<file path="src/rtl/aes_pkg.sv">
// AES shared types, S-box tables and round transforms.
// Inverse tables/functions exist only when AES_DECRYPT_EN is defined.
package aes_pkg;

    // Byte (col c, row r) lives at s[3-c][3-r], so byte 0 is bits [127:120]
    typedef logic [3:0][3:0][7:0] aes_state_t;
    typedef logic [127:0] aes_key_t;

    typedef enum logic [1:0] {
        S_IDLE,
        S_RUN,
        S_DONE
    } fsm_t;

    localparam logic [2047:0] SBOX = {
        128'h637c777bf26b6fc53001672bfed7ab76,
        128'hca82c97dfa5947f0add4a2af9ca472c0,
        128'hb7fd9326363ff7cc34a5e5f171d83115,
        128'h04c723c31896059a071280e2eb27b275,
        128'h09832c1a1b6e5aa0523bd6b329e32f84,
        128'h53d100ed20fcb15b6acbbe394a4c58cf,
        128'hd0efaafb434d338545f9027f503c9fa8,
        128'h51a3408f929d38f5bcb6da2110fff3d2,
        128'hcd0c13ec5f974417c4a77e3d645d1973,
        128'h60814fdc222a908846eeb814de5e0bdb,
        128'he0323a0a4906245cc2d3ac629195e479,
        128'he7c8376d8dd54ea96c56f4ea657aae08,
        128'hba78252e1ca6b4c6e8dd741f4bbd8b8a,
        128'h703eb5664803f60e613557b986c11d9e,
        128'he1f8981169d98e949b1e87e9ce5528df,
        128'h8ca1890dbfe6426841992d0fb054bb16
    };

    function automatic logic [7:0] sbox_lu(input logic [7:0] a);
        return SBOX[2047 - 8 * int'(a) -: 8];
    endfunction

    function automatic logic [7:0] xtime(input logic [7:0] a);
        return {a[6:0], 1'b0} ^ (a[7] ? 8'h1b : 8'h00);
    endfunction

    function automatic aes_state_t sub_bytes(input aes_state_t s);
        aes_state_t o;
        for (int c = 0; c < 4; c++)
            for (int r = 0; r < 4; r++)
                o[c][r] = sbox_lu(s[c][r]);
        return o;
    endfunction

    function automatic aes_state_t shift_rows(input aes_state_t s);
        aes_state_t o;
        for (int c = 0; c < 4; c++)
            for (int r = 0; r < 4; r++)
                o[3-c][3-r] = s[3-((c+r)%4)][3-r];
        return o;
    endfunction

    function automatic aes_state_t mix_columns(input aes_state_t s);
        aes_state_t o;
        logic [7:0] a [4];
        for (int c = 0; c < 4; c++) begin
            for (int r = 0; r < 4; r++)
                a[r] = s[3-c][3-r];
            for (int r = 0; r < 4; r++)
                o[3-c][3-r] = xtime(a[r]) ^ xtime(a[(r+1)%4])
                            ^ a[(r+1)%4] ^ a[(r+2)%4] ^ a[(r+3)%4];
        end
        return o;
    endfunction

`ifdef AES_DECRYPT_EN
    localparam logic [2047:0] INV_SBOX = {
        128'h52096ad53036a538bf40a39e81f3d7fb,
        128'h7ce339829b2fff87348e4344c4dee9cb,
        128'h547b9432a6c2233dee4c950b42fac34e,
        128'h082ea16628d924b2765ba2496d8bd125,
        128'h72f8f66486689816d4a45ccc5d65b692,
        128'h6c704850fdedb9da5e154657a78d9d84,
        128'h90d8ab008cbcd30af7e45805b8b34506,
        128'hd02c1e8fca3f0f02c1afbd0301138a6b,
        128'h3a9111414f67dcea97f2cfcef0b4e673,
        128'h96ac7422e7ad3585e2f937e81c75df6e,
        128'h47f11a711d29c5896fb7620eaa18be1b,
        128'hfc563e4bc6d279209adbc0fe78cd5af4,
        128'h1fdda8338807c731b11210592780ec5f,
        128'h60517fa919b54a0d2de57a9f93c99cef,
        128'ha0e03b4dae2af5b0c8ebbb3c83539961,
        128'h172b047eba77d626e169146355210c7d
    };

    function automatic logic [7:0] inv_sbox_lu(input logic [7:0] a);
        return INV_SBOX[2047 - 8 * int'(a) -: 8];
    endfunction

    // GF(2^8) multiply by a 4-bit constant (9, 11, 13, 14)
    function automatic logic [7:0] gmul(input logic [7:0] a,
                                        input logic [3:0] m);
        logic [7:0] p;
        logic [7:0] x;
        p = '0;
        x = a;
        for (int k = 0; k < 4; k++) begin
            if (m[k]) p = p ^ x;
            x = xtime(x);
        end
        return p;
    endfunction

    function automatic aes_state_t inv_sub_bytes(input aes_state_t s);
        aes_state_t o;
        for (int c = 0; c < 4; c++)
            for (int r = 0; r < 4; r++)
                o[c][r] = inv_sbox_lu(s[c][r]);
        return o;
    endfunction

    function automatic aes_state_t inv_shift_rows(input aes_state_t s);
        aes_state_t o;
        for (int c = 0; c < 4; c++)
            for (int r = 0; r < 4; r++)
                o[3-((c+r)%4)][3-r] = s[3-c][3-r];
        return o;
    endfunction

    function automatic aes_state_t inv_mix_columns(input aes_state_t s);
        aes_state_t o;
        logic [7:0] a [4];
        for (int c = 0; c < 4; c++) begin
            for (int r = 0; r < 4; r++)
                a[r] = s[3-c][3-r];
            for (int r = 0; r < 4; r++)
                o[3-c][3-r] = gmul(a[r], 4'd14)
                            ^ gmul(a[(r+1)%4], 4'd11)
                            ^ gmul(a[(r+2)%4], 4'd13)
                            ^ gmul(a[(r+3)%4], 4'd9);
        end
        return o;
    endfunction
`endif

endpackage

</file>
<file path="src/rtl/aes_round.sv">
// One combinational AES round: st, key, decrypt, final_rnd -> nxt.
// Inverse path built only with AES_DECRYPT_EN defined.
module aes_round
    import aes_pkg::*;
(
    input  aes_state_t st,
    input  aes_key_t   key,
    input  logic       decrypt,
    input  logic       final_rnd,
    output aes_state_t nxt
);

    aes_state_t enc_t;
    aes_state_t enc_o;

    always_comb begin
        enc_t = shift_rows(sub_bytes(st));
        enc_o = (final_rnd ? enc_t : mix_columns(enc_t)) ^ key;
    end

`ifdef AES_DECRYPT_EN
    aes_state_t dec_t;
    aes_state_t dec_o;

    // Key is added before InvMixColumns (straight inverse cipher order)
    always_comb begin
        dec_t = inv_sub_bytes(inv_shift_rows(st)) ^ key;
        dec_o = final_rnd ? dec_t : inv_mix_columns(dec_t);
    end

    assign nxt = decrypt ? dec_o : enc_o;
`else
    logic unused_dec;
    assign unused_dec = decrypt;
    assign nxt = enc_o;
`endif

endmodule

</file>
<file path="src/rtl/aes_core_iter.sv">
// Iterative AES-128/192/256 core, one round per clock, valid/ready both sides.
// Ports: clk, rst_n, k_sch, abort, in_*, out_*, busy. Option: AES_DECRYPT_EN.
module aes_core_iter
    import aes_pkg::*;
#(
    parameter  int NK = 4,
    localparam int NR = NK + 6
) (
    input  logic                  clk,
    input  logic                  rst_n,
    input  logic [NR:0][127:0]    k_sch,
    input  logic                  abort,
    input  logic                  in_valid,
    output logic                  in_ready,
    input  logic [127:0]          in_data,
    input  logic                  in_decrypt,
    output logic                  out_valid,
    input  logic                  out_ready,
    output logic [127:0]          out_data,
    output logic                  busy
);

    localparam int RW = $clog2(NR + 1);
    localparam logic [RW-1:0] NR_R = RW'(NR);

    if (!(NK == 4 || NK == 6 || NK == 8)) begin : g_bad_nk
        $error("aes_core_iter: NK must be 4, 6 or 8");
    end

    fsm_t          state;
    fsm_t          state_d;
    logic [RW-1:0] rnd;
    logic [RW-1:0] kidx;
    aes_state_t    st;
    aes_state_t    st_nxt;
    aes_key_t      key0;
    logic          mode_dec;
    logic          acc;
    logic          last;

    assign acc       = in_valid & in_ready;
    assign last      = (rnd == NR_R);
    assign in_ready  = (state == S_IDLE) | ((state == S_DONE) & out_ready);
    assign out_valid = (state == S_DONE);
    assign busy      = (state != S_IDLE);
    assign out_data  = st;

`ifdef AES_DECRYPT_EN
    always_ff @(posedge clk)
        if (acc && !abort) mode_dec <= in_decrypt;

    assign kidx = mode_dec ? NR_R - rnd : rnd;
    assign key0 = in_decrypt ? k_sch[NR] : k_sch[0];
`else
    logic unused_dec;
    assign unused_dec = in_decrypt;
    assign mode_dec   = 1'b0;
    assign kidx       = rnd;
    assign key0       = k_sch[0];
`endif

    aes_round u_round (
        .st        (st),
        .key       (k_sch[kidx]),
        .decrypt   (mode_dec),
        .final_rnd (last),
        .nxt       (st_nxt)
    );

    always_comb begin
        state_d = state;
        unique case (state)
            S_IDLE: if (acc) state_d = S_RUN;
            S_RUN:  if (last) state_d = S_DONE;
            S_DONE: if (out_ready) state_d = in_valid ? S_RUN : S_IDLE;
            default: state_d = S_IDLE;
        endcase
        if (abort) state_d = S_IDLE;
    end

    always_ff @(posedge clk or negedge rst_n) begin
        if (!rst_n) begin
            state <= S_IDLE;
            rnd   <= '0;
        end else begin
            state <= state_d;
            if (abort)
                rnd <= '0;
            else if (acc)
                rnd <= RW'(1);
            else if (state == S_RUN && !last)
                rnd <= rnd + RW'(1);
        end
    end

    // Datapath state is deliberately left unreset
    always_ff @(posedge clk) begin
        if (acc && !abort)
            st <= in_data ^ key0;
        else if (state == S_RUN)
            st <= st_nxt;
    end

endmodule

</file>
<file path="config.mk">
export PLATFORM = sky130hd
export DESIGN_NAME = aes_core_iter
export DESIGN_NICKNAME = d
export VERILOG_FILES = /design/src/rtl/aes_pkg.sv /design/src/rtl/aes_round.sv /design/src/rtl/aes_core_iter.sv
export SDC_FILE = /design/constraint.sdc
export NUM_CORES = 2
export LEC_CHECK = 0
export ABC_AREA = 0
export BUFFER_PORTS_ARGS = -buffer_cell sky130_fd_sc_hd__buf_4
export CELL_PAD_IN_SITES_DETAIL_PLACEMENT = 0
export CELL_PAD_IN_SITES_GLOBAL_PLACEMENT = 1
export CORE_AREA = 2 2 651 653
export DETAILED_ROUTE_END_ITERATION = 7
export DIE_AREA = 0 0 653 655
export PLACE_DENSITY_LB_ADDON = 0.15
export RECOVER_POWER = 50
export SYNTH_ARGS = -nofsm -noshare
export SYNTH_HDL_FRONTEND = slang
export SYNTH_HIERARCHICAL = 1
export SYNTH_SLANG_ARGS = --single-unit
</file>
<file path="constraint.sdc">
create_clock -name clk -period 13.16 [get_ports clk]
set_input_delay 3.29 -clock clk [delete_from_list [all_inputs] [get_ports clk]]
set_output_delay 3.29 -clock clk [all_outputs]
set_load 0.01 [all_outputs]
</file>
---- Word level (Yosys, flattened, before mapping) ----
Index checks and enable logic that the tools add are counted.
cells by class
  reductions and logical operators ........ 9
  multiplexer cells ....................... 30
  bitwise gates (word level) .............. 85
  add/subtract/negate cells ............... 17
  shift operators ......................... 16
  magnitude comparators ................... 1
  equality and inequality tests ........... 6
operators with widths
  cell                        count
  $shiftx 2055x32->8 const A  16
  $xor 8x8->8                 80
  $bmux 128 s4                1
  $mux 128                    4
  $xor 128x128->128           2
  $sub 11x11->12 const A      16
  $mux 5                      16
  $mux 4                      3
  $mux 2                      4
  $ne 3x3->1 const B          2
  $pmux 2 s3                  1
  $lt 4x5->1 const B          1
  $add 4x1->4 const B         1
  $eq 4x4->1 const B          1
  $reduce_bool 2->1           2
  $ne 3x2->1 const B          1
  $reduce_and 3->1            1
  $reduce_bool 3->1           1
  $and 1x1->1                 2
  $eq 2x1->1 const B          1
  $eq 2x2->1 const B          1
  $logic_and 1x1->1           2
  $logic_not 1->1             2
  $logic_not 2->1             1
  2 further kinds             2
storage, ports and cells
  word-level logic and storage cells ...... 182
  input port bits ......................... 1542
  register bits ........................... 134
  output and inout bits ................... 131

---- Longest topological paths before layout ----
  depth in word-level cells ............... 12
  mapped depth ............................ 18
  depth with buffers taken out ............ 13

---- By module ----
The synthesis kept the hierarchy.
by module, submodules not included
  module         area an instance (µm²)  seq. area each (µm²)  instances  cells an instance
  aes_round      63135.6                 0.0                   1          9440
  aes_core_iter  18592.8                 3993.8                1          1641

---- Worst setup path after synthesis ----
OpenSTA, ideal clock, no wires.
  kind .................................... input port to flip-flop
  start ................................... input out_ready
  end ..................................... register out_data[0] (netlist name)
  slack ................................... -0.095 ns
  stages .................................. 3
  data arrival time ....................... 12.463 ns
  data required time ...................... 12.368 ns
  buffers on the path ..................... 0
  setup time .............................. 0.792 ns
  cell sequence ........................... nand2b_1 > nand3_1 > o21ai_0
on the way
  cells in the longest elaborated chain, start to end .. 5
ends and longest elaborated chain
  what                         RTL line             source
  start, declared              aes_core_iter.sv:18  input logic out_ready,
  $and 1x1->1                  aes_core_iter.sv:43  assign in_ready = (state == S_IDLE) | ((state == S_DONE) & out_ready);
  $or 1x1->1                   aes_core_iter.sv:43
  $and 1x1->1                  aes_core_iter.sv:41  assign acc = in_valid & in_ready;
  $logic_and 1x1->1            aes_core_iter.sv:98  if (acc && !abort)
  $reduce_bool 2->1 (no line)  --
Every way passes these cells.
A chain may end at the register's enable or synchronous reset.

==> qor.yml <==
rows: 239
rsz0062_at_grt: "no"
grt_max_degree: 149
syn_area_um2: 81720
cts_htree_levels: 4
antenna_found_initial: 173
io_buffer_count: 1671
final-setup-viol-count: 0
mostFrequentLayoutCells: "buf_4 (1930), nand2_1 (845), o21ai_0 (697)"
seq_area_um2: 4005
clock-skew-final_ns: 0.06223
first_pass_iters: 8
slew_headroom: -2.827
grt_pass1_vias: 98478
cts_setup_buffers: 0
max_stage_delay_ns: 3.98
cp-start-kind: "register"
clock_sinks: 134
worst-path-buf-inv: 1
fmax_ghz: 0.1003
slew_violations: 2917
root_buffer: "clkbuf_16"
clkLatencyLatePin_ns: 0.64
synth_cells: 11080
ios: 1673
period_needed_ns: 9.972
routabilityCongestion: 1.012
cts_tree: "built"
final_layout_size_suffix_gt1_frac: 0.2620
final_common_cell: "buf_4"
drt_iter0_drc: 15389
die_width_um: 653
vias: 106108
clk_pin_slew_ns: 0.08
wl_mm: 721.1
synth_fp_nets: 12850
tns_ns: 0
start_util: 0.1938
layout.nets: 13577
die_area_um2: 427700
crit_type: "register to register"
nFillCells: 47439
grtUsageTotal: 0.3177
cts_made_buffers: 25
endpoint_kind: "register"
drc: 0
required_ns: 13.63
grt_pass1_wl_mm: 943.1
finalCritPeriodShare: 0.7577
worst_slew_pin_slew_ns: 5.740
cp_cell_sequence: "clkbuf_1 -> nor2b_1 -> mux2_2 -> o21ai_0 -> a31oi_1 -> o41ai_1 -> nand3b_1 -> xnor3_1 -> xnor2_1 -> o21ai_0 -> xor2_1 -> mux2_2"
hold_viol_final: 0
violations: "capacitance limit, slew limit"
overflow: 0
hold_path_class: "register to register"
syn_to_final_growth_pct: 20.26
wire_per_inst_um: 41.23
post_cts_resized: 0
hpwl_mm: 567.9
cts-hold-fix-buffers: 0
multi_input_area_um2: 70530
yosys_warnings: 6
cap_violations: 74
crit_family: "buffers and inverters"
status: "finished, violations left"
cts_buffer_depth: 3
synth.avg_cell_area_um2: 7.376
dieHeight_um: 655
viasPerCell: 6.066
arrival_ns: 10.44
cp_slowest_cell: "clkbuf_1"
ant_nets: 0
coreArea_um2: 421600
cp_max_fo: 140
==> worst register-to-register path: cells and delay by family, from the launching register on <==
family	cells	cell delay [ns]
AND/OR/NAND/NOR	2	1.39
flip-flops	1	0.33
buffers and inverters	1	3.98
AO/OA/AOI/OAI	4	1.38
multiplexers	2	0.99
XOR/XNOR	3	1.76
==> through the flow <==
step,hold slack [ns],util,area [um^2],std cells,setup WS [ns]
2_1_floorplan,0.5643,-,81720,11080,3.361
3_3_place_gp,0.6981,0.2317,97680,17323,5.988
3_5_place_dp,0.7077,0.2317,97680,17323,5.986
4_1_cts,0.7130,0.2333,98360,17356,5.981
5_1_grt,0.8048,0.2329,98200,17460,2.947
6_report,0.7226,0.2331,98280,17491,3.188
==> flip-flops by register name (all words and copies together), names as in the netlist <==
register  cells
kidx          4
out_data    128
state         2
==> path summary, 6_finish.rpt <==
check	slack, ns	startpoint	depth (start not counted)	end
hold / removal	0.72	state[1]$_DFFE_PN0P_	3	state[0]$_DFFE_PN0P_
setup / recovery	3.19	out_data[50]$_DFFE_PP_	12	out_data[81]$_DFFE_PP_
setup reg to reg	3.19	out_data[50]$_DFFE_PP_	12	out_data[81]$_DFFE_PP_
max in group asynchronous	9.90	rst_n	1	kidx[1]$_DFFE_PN0P_
min in group asynchronous	2.73	rst_n	1	kidx[3]$_DFFE_PN0P_
hold reg to reg	0.72	state[1]$_DFFE_PN0P_	3	state[0]$_DFFE_PN0P_
==> layout make-up <==
type | instances | share of cell area
timing repair buffer | 2037 | 0.1532
inverter | 193 | 0.007486
sequential | 134 | 0.04075
antenna | 135 | 0.003437
clock inverter | 4 | 0.0004329
tap | 5543 | 0.07057
clock buffer | 29 | 0.006518
multi-input combinational | 9416 | 0.7176
==> routing by layer <==
metal  vias to the layer above  GRT usage  wire (um)  share of wire
met2                      6714     0.4965     319700           0.44
li1                      44376          -          -              -
met3                      1014    0.06743      65360          0.091
met1                     53944     0.4079     289800           0.40
met5                         -          0        397        0.00055
met4                        60     0.1681      45840          0.064
Power is not shown: default switching activity piles up to over one toggle a cycle in this logic, so the estimate is an artifact.
